### src/rtl/multicycle_control.sv
// Main control FSM for the multicycle datapath.
// Walks each instruction through fetch/decode/execute/memory/writeback and
// drives every datapath enable, mux select and the ALU op class.
//
// state    | code | meaning
// ---------+------+------------------------------------------------
// FETCH    |  0   | read instruction, PC+4; waits on memready
// DECODE   |  1   | register read, branch target calc, dispatch on op
// MEMADR   |  2   | lw/sw effective address
// MEMRD    |  3   | data memory read; waits on memready
// MEMWB    |  4   | load result written to register file
// MEMWR    |  5   | data memory write; waits on memready
// RTYPE_EX |  6   | R-type ALU operation
// RTYPE_WB |  7   | R-type result written to rd
// BEQ_EX   |  8   | compare and conditional PC update
// JUMP_EX  |  9   | PC <- jump target
// ADDI_EX  |  10  | rs + sign-extended immediate
// ADDI_WB  |  11  | addi result written to rt
// (unused) | 12-15| all outputs 0, return to FETCH
module multicycle_control (
  input  logic       clk,
  input  logic       reset,
  input  logic [5:0] op,
  input  logic       memready,
  output logic       pcwrite,
  output logic       pcwritecond,
  output logic       iord,
  output logic       memread,
  output logic       memwrite,
  output logic       memtoreg,
  output logic       irwrite,
  output logic       alusrca,
  output logic       regwrite,
  output logic       regdst,
  output logic [1:0] pcsource,
  output logic [1:0] alusrcb,
  output logic       aluop1,
  output logic       aluop0,
  output logic [3:0] state
);

  typedef enum logic [3:0] {
    FETCH    = 4'd0,
    DECODE   = 4'd1,
    MEMADR   = 4'd2,
    MEMRD    = 4'd3,
    MEMWB    = 4'd4,
    MEMWR    = 4'd5,
    RTYPE_EX = 4'd6,
    RTYPE_WB = 4'd7,
    BEQ_EX   = 4'd8,
    JUMP_EX  = 4'd9,
    ADDI_EX  = 4'd10,
    ADDI_WB  = 4'd11
  } state_e;

  localparam logic [5:0] OP_RTYPE = 6'b000000;
  localparam logic [5:0] OP_LW    = 6'b100011;
  localparam logic [5:0] OP_SW    = 6'b101011;
  localparam logic [5:0] OP_BEQ   = 6'b000100;
  localparam logic [5:0] OP_J     = 6'b000010;
  localparam logic [5:0] OP_ADDI  = 6'b001000;

  // Kept as a plain 4-bit vector so the unused codes 12-15 stay representable.
  logic [3:0] state_q;
  logic [3:0] state_d;

  // Next-state selection; op only matters in DECODE and MEMADR.
  always_comb begin
    state_d = state_q;
    case (state_q)
      FETCH:    if (memready) state_d = DECODE;
      DECODE: begin
        case (op)
          OP_RTYPE:      state_d = RTYPE_EX;
          OP_LW, OP_SW:  state_d = MEMADR;
          OP_BEQ:        state_d = BEQ_EX;
          OP_J:          state_d = JUMP_EX;
          OP_ADDI:       state_d = ADDI_EX;
          default:       state_d = FETCH;
        endcase
      end
      MEMADR:   state_d = (op == OP_LW) ? MEMRD : MEMWR;
      MEMRD:    if (memready) state_d = MEMWB;
      MEMWR:    if (memready) state_d = FETCH;
      MEMWB:    state_d = FETCH;
      RTYPE_EX: state_d = RTYPE_WB;
      RTYPE_WB: state_d = FETCH;
      BEQ_EX:   state_d = FETCH;
      JUMP_EX:  state_d = FETCH;
      ADDI_EX:  state_d = ADDI_WB;
      ADDI_WB:  state_d = FETCH;
      default:  state_d = FETCH;
    endcase
  end

  // State register; reset wins over every transition, including stalls.
  always_ff @(posedge clk) begin
    if (reset) state_q <= FETCH;
    else       state_q <= state_d;
  end

  // Output decode from state; memready only reaches irwrite/pcwrite in FETCH.
  always_comb begin
    pcwrite     = 1'b0;
    pcwritecond = 1'b0;
    iord        = 1'b0;
    memread     = 1'b0;
    memwrite    = 1'b0;
    memtoreg    = 1'b0;
    irwrite     = 1'b0;
    alusrca     = 1'b0;
    regwrite    = 1'b0;
    regdst      = 1'b0;
    pcsource    = 2'b00;
    alusrcb     = 2'b00;
    aluop1      = 1'b0;
    aluop0      = 1'b0;
    case (state_q)
      FETCH: begin
        memread = 1'b1;
        alusrcb = 2'b01;
        irwrite = memready;
        pcwrite = memready;
      end
      DECODE:   alusrcb = 2'b11;
      MEMADR: begin
        alusrca = 1'b1;
        alusrcb = 2'b10;
      end
      MEMRD: begin
        memread = 1'b1;
        iord    = 1'b1;
      end
      MEMWB: begin
        regwrite = 1'b1;
        memtoreg = 1'b1;
      end
      MEMWR: begin
        memwrite = 1'b1;
        iord     = 1'b1;
      end
      RTYPE_EX: begin
        alusrca = 1'b1;
        aluop1  = 1'b1;
      end
      RTYPE_WB: begin
        regdst   = 1'b1;
        regwrite = 1'b1;
      end
      BEQ_EX: begin
        alusrca     = 1'b1;
        aluop0      = 1'b1;
        pcwritecond = 1'b1;
        pcsource    = 2'b01;
      end
      JUMP_EX: begin
        pcwrite  = 1'b1;
        pcsource = 2'b10;
      end
      ADDI_EX: begin
        alusrca = 1'b1;
        alusrcb = 2'b10;
      end
      ADDI_WB:  regwrite = 1'b1;
      default: ;
    endcase
  end

  assign state = state_q;

endmodule

### config.mk
export PLATFORM = sky130hd
export DESIGN_NAME = multicycle_control
export DESIGN_NICKNAME = d
export VERILOG_FILES = /design/src/rtl/multicycle_control.sv
export SDC_FILE = /design/constraint.sdc
export NUM_CORES = 1
export LEC_CHECK = 0
export CORE_AREA = 2 2 39 41
export CTS_CLUSTER_DIAMETER = 150
export DETAILED_ROUTE_END_ITERATION = 16
export DIE_AREA = 0 0 41 43
export GPL_ROUTABILITY_DRIVEN = 0
export HOLD_SLACK_MARGIN = 0.06
export PLACE_DENSITY = 0.83
export SLEW_MARGIN = 20
export SYNTH_ARGS = -nofsm -noshare
export SYNTH_HDL_FRONTEND = slang
export SYNTH_SLANG_ARGS = --single-unit
### constraint.sdc
create_clock -name clk -period 1.95 [get_ports clk]
set_input_delay 0.2925 -clock clk [delete_from_list [all_inputs] [get_ports clk]]
set_output_delay 0.2925 -clock clk [all_outputs]
set_load 0.05 [all_outputs]
### Yosys cells after proc, flatten, opt, wreduce, memory -nomap -nowiden

Index checks and enable logic that the tools add are counted.

| storage, ports and cells | value |
|---|---|
| logic and storage cells | 48 |
| input port bits | 9 |
| register bits after elaboration | 4 |
| output and inout bits | 20 |

| operators by class | value |
|---|---|
| mux-type cells | 19 |
| equal/unequal tests | 19 |
| reduce and logical (&&, ||, !) cells | 9 |

Operators with widths:

| cell | number |
|---|---|
| $pmux W4 S7 | 1 |
| $pmux W4 S5 | 1 |
| $eq A4 B3 Y1 const B | 4 |
| $eq A4 B4 Y1 const B | 4 |
| $eq A6 B6 Y1 const B | 2 |
| $mux W4 | 3 |
| $mux W1 | 10 |
| $eq A4 B2 Y1 const B | 2 |
| $reduce_or A2 Y1 | 4 |
| $eq A6 B2 Y1 const B | 1 |
| $eq A6 B3 Y1 const B | 1 |
| $eq A6 B4 Y1 const B | 1 |
| $logic_not A6 Y1 | 1 |
| $ne A2 B2 Y1 const B | 3 |
| $pmux W2 S3 | 1 |
| $eq A4 B1 Y1 const B | 1 |
| $logic_not A4 Y1 | 1 |
| $pmux W2 S2 | 1 |
| $reduce_or A4 Y1 | 1 |
| $mux W3 | 1 |
| $reduce_and A3 Y1 | 1 |
| $reduce_or A3 Y1 | 1 |
| $pmux W1 S2 | 1 |

### Logic depth before layout (Yosys ltp)

| logic depth | value |
|---|---|
| depth in word-level cells | 4 |
| gate-level depth with buffers | 6 |
| mapped depth without buffers | 4 |

### Least setup slack after synthesis

No wires, ideal clock.

| timing path | value |
|---|---|
| path type | register to output |
| start point | register state_q[2] (netlist: state[2]) |
| end point | output port pcwrite |
| data arrival time | 3097 ps |
| slack | -1439 ps |
| data required time | 1657 ps |
| buffers on the path | 1 |
| cell stages (with the launch flop) | 5 |
| cells stage by stage | dfxtp_1 > buf_4 > nor2_1 > nor4b_1 > or2_1 |

| between the ends | value |
|---|---|
| cells in the longest elaborated chain, start to end | 2 |
| elaborated cells on any way between the ends | 3 |
| classes of those cells | 1 x eq/ne; 1 x mux; 1 x reduce/logical |

RTL lines:

| what | RTL line | RTL |
|---|---|---|
| from (decl) | 65 | `logic [3:0] state_q;` |
| from (signal assigned) | 100 | `else state_q <= state_d;` |
| $eq A4 B4 Y1 / $logic_not A4 Y1 (equally long branches) | 119 | `case (state_q)` |
| $pmux W1 S2 (*) | 119 |  |
| to (decl) | 25 | `output logic pcwrite,` |

Mark *: on every way between the ends. The rest lies on a longest branch, timed or not.

### Final worst setup path

| timing path | value |
|---|---|
| start point | register state_q[1] (netlist: state[1]) |
| end point | output port pcwrite |

The elaborated chain is that of the path after synthesis.

==> load_flow_metrics.sql <==
INSERT INTO impl_metrics (metric_group, metric, value, unit) VALUES
('cts', 'number_of_buffers_on_the_longest_clock_path', '2', ''),
('routing', 'route.antenna.remaining_nets', '0', ''),
('worst_setup_path', 'cells_along_the_critical_path', 'nand2b_2, nor2_2, or2_1, buf_12', ''),
('routing', 'avgViaCountPerCell', '5.71', ''),
('worst_setup_path', 'worst_r2r_path_depth', '4', ''),
('routing', 'vias', '668', ''),
('floorplan', 'dieArea', '1760', 'um^2'),
('logic_synthesis', 'synth_area', '517', 'um^2'),
('logic_synthesis', 'synthTopCellsByArea', 'sky130_fd_sc_hd__dfxtp_1, sky130_fd_sc_hd__nor2_1, sky130_fd_sc_hd__nor3_1, sky130_fd_sc_hd__buf_4, sky130_fd_sc_hd__nand2b_1', ''),
('worst_setup_path', 'cp_top_delay_family', 'simple AND/OR/NAND/NOR gates', ''),
('final_layout', 'nets', '112', ''),
('sta', 'timing.final.crit_period', '1.86', 'ns'),
('sta', 'worstMarginPinSlew', '0.369', 'ns'),
('worst_setup_path', 'critical_path.endpoint_type', 'output port', ''),
('power', 'power.static_leakage', '0.379', 'nW'),
('placement', 'io_buffer_count', '28', ''),
('floorplan', 'die-height', '43', 'um'),
('cts', 'clk_pin_slew', '0.04', 'ns'),
('global_route', 'grt-ovfl-total', '0', ''),
('logic_synthesis', 'synth.avg_cell_area', '7.28', 'um^2'),
('worst_setup_path', 'critPathKind', 'flop to output port', ''),
('placement', 'post-dp-hpwl', '1310', 'um'),
('worst_setup_path', 'cp_max_stage_delay', '0.55', 'ns'),
('logic_synthesis', 'post_synth_num_cell_types', '38', ''),
('worst_setup_path', 'reg2reg_setup_slack', '0.42', 'ns'),
('worst_setup_path', 'critical_path.n_buffers_inverters', '1', ''),
('global_route', 'grt_first_pass_wirelength', '2670', 'um'),
('final_layout', 'post-route-cell-area', '1050', 'um^2'),
('worst_setup_path', 'critical_path_cell_count', '4', ''),
('cts', 'tritoncts', 'done', ''),
('placement', 'placedCellCount', '114', ''),
('worst_setup_path', 'critical_path.startpoint_type', 'flop', ''),
('routing', 'post_drt_wl_per_cell', '14.1', 'um'),
('power', 'power.ir.vdd_worst', '0.373', 'mV'),
('cts', 'clock_insertion_delay_worst_skew', '0.24', 'ns'),
('final_layout', 'largest_reg_flops', '4', ''),
('worst_setup_path', 'worstReg2RegStart', 'state[0]', ''),
('logic_synthesis', 'post-synth-top-count-cell', 'sky130_fd_sc_hd__nor2_1', ''),
('final_layout', 'area_growth_syn_to_layout', '103', '%'),
('sta', 'tns', '0', 'ns'),
('cts', 'number_of_cts_inserted_buffers', '3', ''),
('worst_setup_path', 'regToRegEndpoint', 'state[2]', ''),
('logic_synthesis', 'synth-seq-cells', '4', ''),
('cts', 'clockRootBuffer', 'sky130_fd_sc_hd__clkbuf_4', ''),
('hold_path', 'min_delay_worst_type', 'flop to flop', ''),
('logic_synthesis', 'synth_flop_cell', 'sky130_fd_sc_hd__dfxtp_1', ''),
('routing', 'totalWireLength', '1650', 'um'),
('final_layout', 'fillers', '102', ''),
('worst_setup_path', 'critPathCapture', 'pcwrite', ''),
('final_layout', 'drive_gt1_frac', '0.495', ''),
('logic_synthesis', 'synth_area_leader_cell', 'sky130_fd_sc_hd__dfxtp_1', ''),
('floorplan', 'floorplan.core_area', '1380', 'um^2'),
('placement', 'post_dp_cell_area', '1020', 'um^2'),
('sta', 'max_clock_freq', '0.538', 'GHz'),
('power', 'power.density_cell_area', '322', 'nW/um^2'),
('floorplan', 'io-pin-count', '29', ''),
('global_route', 'grt_pass1_vias', '603', ''),
('run', 'maxCapViolations', '0', ''),
('hold_path', 'hold-path-cell-count', '2', ''),
('sta', 'finalCritPeriodShare', '0.953', ''),
('worst_setup_path', 'cp_slowest_cell', 'sky130_fd_sc_hd__dfxtp_2', ''),
('outcome', 'run_status', 'completed', ''),
('sta', 'timing.slew.headroom', '0.754', ''),
('final_layout', 'layout.cells.non_filler', '117', ''),
('logic_synthesis', 'synth.yosys.warnings', '0', ''),
('logic_synthesis', 'synth_cells', '71', ''),
('cts', 'cts_max_level', '1', ''),
('logic_synthesis', 'async_reset_ff_frac', '0', ''),
('routing', 'drt_iter0_drc', '5', ''),
('sta', 'grt_setup_unrepaired', 'false', ''),
('routing', 'drc', '0', '');
==> where the power goes <==
group | internal [W] | total, W | switching, W
sequential | 0.0000841 | 0.0000895 | 0.00000544
clock | 0.0000689 | 0.000104 | 0.0000353
combinational | 0.0000683 | 0.000144 | 0.0000759
total | 0.000221 | 0.000338 | 0.000117
==> layout make-up <==
class                      count  area [um^2]  area share
tap                           16         20.0      0.0191
sequential                     4         83.8      0.0800
multi-input combinational     59          459       0.438
timing repair buffer          33          455       0.434
inverter                       2         7.51     0.00716
clock buffer                   3         22.5      0.0215
==> cells by family after synthesis <==
kind of cell / count (synthesis) / share of synthesized area
XOR/XNOR: 2 / 0.0339
buffers and inverters: 8 / 0.0920
flip-flops: 4 / 0.155
AND/OR/NAND/NOR: 39 / 0.433
AO/OA/AOI/OAI: 17 / 0.266
multiplexers: 1 / 0.0194
==> metal layers <==
| layer | part of all wire | wire, um | track usage | vias to the layer above |
|---|---|---|---|---|
| met5 | 0 | 0 | 0 | - |
| met4 | 0.014 | 23 | 0.0600 | 0 |
| met3 | 0.049 | 81 | 0.0681 | 4 |
| met2 | 0.52 | 859 | 0.316 | 30 |
| met1 | 0.41 | 682 | 0.299 | 309 |
| li1 | - | - | - | 325 |
==> repair_timing <==
action	CTS	global route
hold buffers	0	0
setup endpoints to repair	0	1
gates resized for setup	0	1
==> worst register-to-register path, delay by kind of cell (launching register included) <==
family | cells | cell delay (ns)
AOI/OAI and AO/OA | 2 | 0.50
buffers and inverters | 1 | 0.10
and+or+nand+nor | 1 | 0.29
DFF | 1 | 0.53
==> placed cells by master (no fill, tap or decap), types with 2 or more instances in the layout <==
cell                              netlist  final
sky130_fd_sc_hd__nand2b_2               1      2
sky130_fd_sc_hd__clkdlybuf4s50_1        0      8
sky130_fd_sc_hd__or2_1                  2      2
sky130_fd_sc_hd__o21ai_0                4      4
sky130_fd_sc_hd__buf_12                 0     15
sky130_fd_sc_hd__a21oi_1                2      2
sky130_fd_sc_hd__nand2_1                5      5
sky130_fd_sc_hd__dfxtp_2                0      3
sky130_fd_sc_hd__clkbuf_4               0      3
sky130_fd_sc_hd__nor2_1                10      7
sky130_fd_sc_hd__buf_4                  4     10
sky130_fd_sc_hd__nor3_1                 6      2
sky130_fd_sc_hd__nor2_2                 1      4
sky130_fd_sc_hd__nor3_2                 1      4
sky130_fd_sc_hd__nand2b_1               4      3
==> per-stage QoR <==
step / hold WS [ns] / power (W) / setup slack, ns / utilization
2_1_floorplan: 0.354 / 0.000159 / -0.304 / -
3_3_place_gp: 0.586 / 0.000233 / 0.169 / 0.740
3_5_place_dp: 0.593 / 0.000235 / 0.133 / 0.740
4_1_cts: 0.595 / 0.000342 / 0.0753 / 0.756
5_1_grt: 0.630 / 0.000358 / 0.0177 / 0.758
6_report: 0.597 / 0.000338 / 0.0909 / 0.758
==> worst min path at each step <==
stage	from	endpoint
floorplan	reset	state[2]
global placement	state[3]	state[3]
detailed placement	state[3]	state[3]
CTS	state[3]	state[3]
global route	state[3]	state[3]
finish	state[3]	state[3]
No activity file was read; power rests on OpenSTA's default activity.
==> RTL edit (same flow settings) <==
Reset style: asynchronous (`reset`), changed in one clocked block.
--- a/src/rtl/multicycle_control.sv
+++ b/src/rtl/multicycle_control.sv
@@ -96,5 +96,5 @@
 
   // State register; reset wins over every transition, including stalls.
-  always_ff @(posedge clk) begin
+  always_ff @(posedge clk or posedge reset) begin
     if (reset) state_q <= FETCH;
     else       state_q <= state_d;
Behaviour: differs if reset is asserted again (counterexample within 4 cycles, from zero or initial values and one cycle with reset high); with reset held inactive, the same outputs for 10 cycles.
==> RTL edit against the original RTL <==
Final area increased by 2.9%. Sequential cell count unchanged. Worst setup slack got worse by 0.039 ns. Routed wire length decreased by 8.9%. First-iteration DRC count increased to 3.2 times the old value. Synthesized area increased by 1.5%. Critical path depth increased by 1. Highest routed layer is now met3.
Power is not compared: it rests on default switching activity, and its combinational part moved more than twofold at a synthesized area within 25%.
==> RTL edit: results (changes against the original RTL) <==
Mean routed wirelength per cell: 12.2 µm (-13%)
Syn Nets: 80 (unchanged)
Synth cell types: 29 (-24%)
Final nets: 117 (+4.5%)
PortBufs: 28 (unchanged)
Largest net degree at the start of global routing: 11 (-5)
DR DRC count: 0 (unchanged)
Max Used Layer: met3
CP Max Fanout: 8 (-7)
H-tree levels: 1 (unchanged)
Max VDD drop: 551 µV
Critical Path Max Stage Delay: 0.45 ns (-0.10 ns)
CTS Buffer Depth: 2 (unchanged)
Number of flip-flops in the largest register: 4 (unchanged)
Outcome: finished clean
Max Clock Skew: 0.0144 ns (+0.0141 ns)
Setup WS pre-CTS: 0.104 ns (-0.0285 ns)
Via/cell ratio: 5.16 (-9.6%)
Share of post-route cells with drive strength above 1: 49.5% (about the same)
GR Overflow Total: 0 (unchanged)
Drt first-iter violations: 16 (+11)
Actual slew at the worst max-slew pin: 0.491 ns (+0.122 ns)
Worst Path Arrival: 1.61 ns (+0.04 ns)
Final Max Slew Viols: 0 (unchanged)
Initial antenna violation count: 0 (unchanged)
Fraction of registers with async set/reset: 100% (+100 points)
M1 WL: 597 µm (-12%)
CP max-delay cell: dfrtp_2
Total track usage: 18.9% (-2.8 points)
Max_cap viols: 0 (unchanged)
Vias in the first global route: 578 (-4.1%)
Ant. Diodes: 0 (unchanged)
DR WL met3: 91 µm (+12%)
Root Buffer: clkbuf_4
Net Switching: 0.307 mW
Clock transition at path regs: 0.05 ns
Routed met2 length: 812 µm (-5.5%)
Sequential area share after synthesis: 19.1% (+3.6 points)
Top FF cell, synth: dfrtp_1
P_leak: 0.439 nW
Cell count of the worst reg-to-reg path: 5 (+1)
FILL cells: 87 (-15%)
Synth warn: 0 (unchanged)
Global-route wire length before repair: 2.37 mm (-11%)
Commonest cells in the netlist: nor2_1, nor3_1, o21ai_0
HPWL after DPL: 1.25 mm (-4.3%)
HP Class: input port to asynchronous set/reset pin
Top post-synthesis cells by area: dfrtp_1, nor3_1, nor2_1, o21ai_0, nand2b_1
CTS Buf Count: 3 (unchanged)
Skew-Pair Late Insertion Delay: 0.25 ns
Initial DRT Pass Iterations: 4 (unchanged)
[RTL edit: cell types whose count changed in the layout (fill, tap and decap cells not counted), moves of 2 or more]
cell      before  now
buf_4         10   13
or2_1          2    0
nand2b_2       2    0
a21oi_1        2    4
dfxtp_2        3    0
o21ai_0        4    6
nor3_1         2    5
or2_4          0    2
or2_2          0    2
nor2_1         7    5
dfrtp_2        0    3
[RTL edit: path summary, 6_finish.rpt]
path,start,slack [ns],end
max,state[3],0.05,regwrite
max in group asynchronous,reset,1.55,state[2]
min in group clk,state[3],0.59,state[0]
min,reset,0.22,state[3]
max reg2reg,state[0],0.58,state[0]
min reg2reg,state[3],0.59,state[0]
[RTL edit: power groups by stage]
stage          sequential [mW]  clock [mW]  combinational, mW
3_3_place_gp             0.108           0              0.447
5_1_grt                  0.112       0.132              0.477
6_report                 0.111       0.119              0.453
3_5_place_dp             0.110           0              0.453
4_1_cts                  0.108       0.124              0.453
2_1_floorplan            0.127           0              0.235
[RTL edit: cell type report]
cell class              count  area share [%]
repair buffers             38            47.1
multi-input cells          59            38.3
flip-flops and latches      4            9.63
clock buffers               4            2.44
well taps                  16            1.86
inverters                   2           0.696
[RTL edit: metal layers]
layer | GRT usage (%) | vias up
met2 | 32.2 | 25
met1 | 23.7 | 290
met3 | 6.28 | 0
met4 | 0 | 0
met5 | 0 | -
li1 | - | 320
[RTL edit: timing repair]
item / CTS / global route
setup endpoints to repair: 0 / 4
setup buffers: 0 / 2
resized for setup: 0 / 3
[RTL edit: kinds of logic after synthesis]
| group | after synthesis | share of synthesized area [%] |
|---|---|---|
| simple gates | 40 | 46.1 |
| mux | 1 | 1.91 |
| buf+inv | 8 | 9.79 |
| flops | 4 | 19.1 |
| compound gates | 16 | 19.8 |
| xor+xnor | 2 | 3.34 |
[RTL edit: critical path: cells and delay by family, from the launching register on]
kind,cells,cell delay (ns)
simple gates,2,0.46
flops,1,0.45
buf+inv,2,0.34
compound gates,1,0.11
[RTL edit: stage by stage]
stage | utilization [%] | TNS (ns) | instances | area [µm²] | power, mW
6_report | 77.9 | 0 | 123 | 1080 | 0.683
5_1_grt | 77.9 | -0.000751 | 123 | 1080 | 0.720
4_1_cts | 76.5 | 0 | 121 | 1060 | 0.686
3_5_place_dp | 74.6 | 0 | 117 | 1030 | 0.563
3_3_place_gp | 74.6 | 0 | 117 | 1030 | 0.555
2_1_floorplan | - | -1.18 | 71 | 569 | 0.362
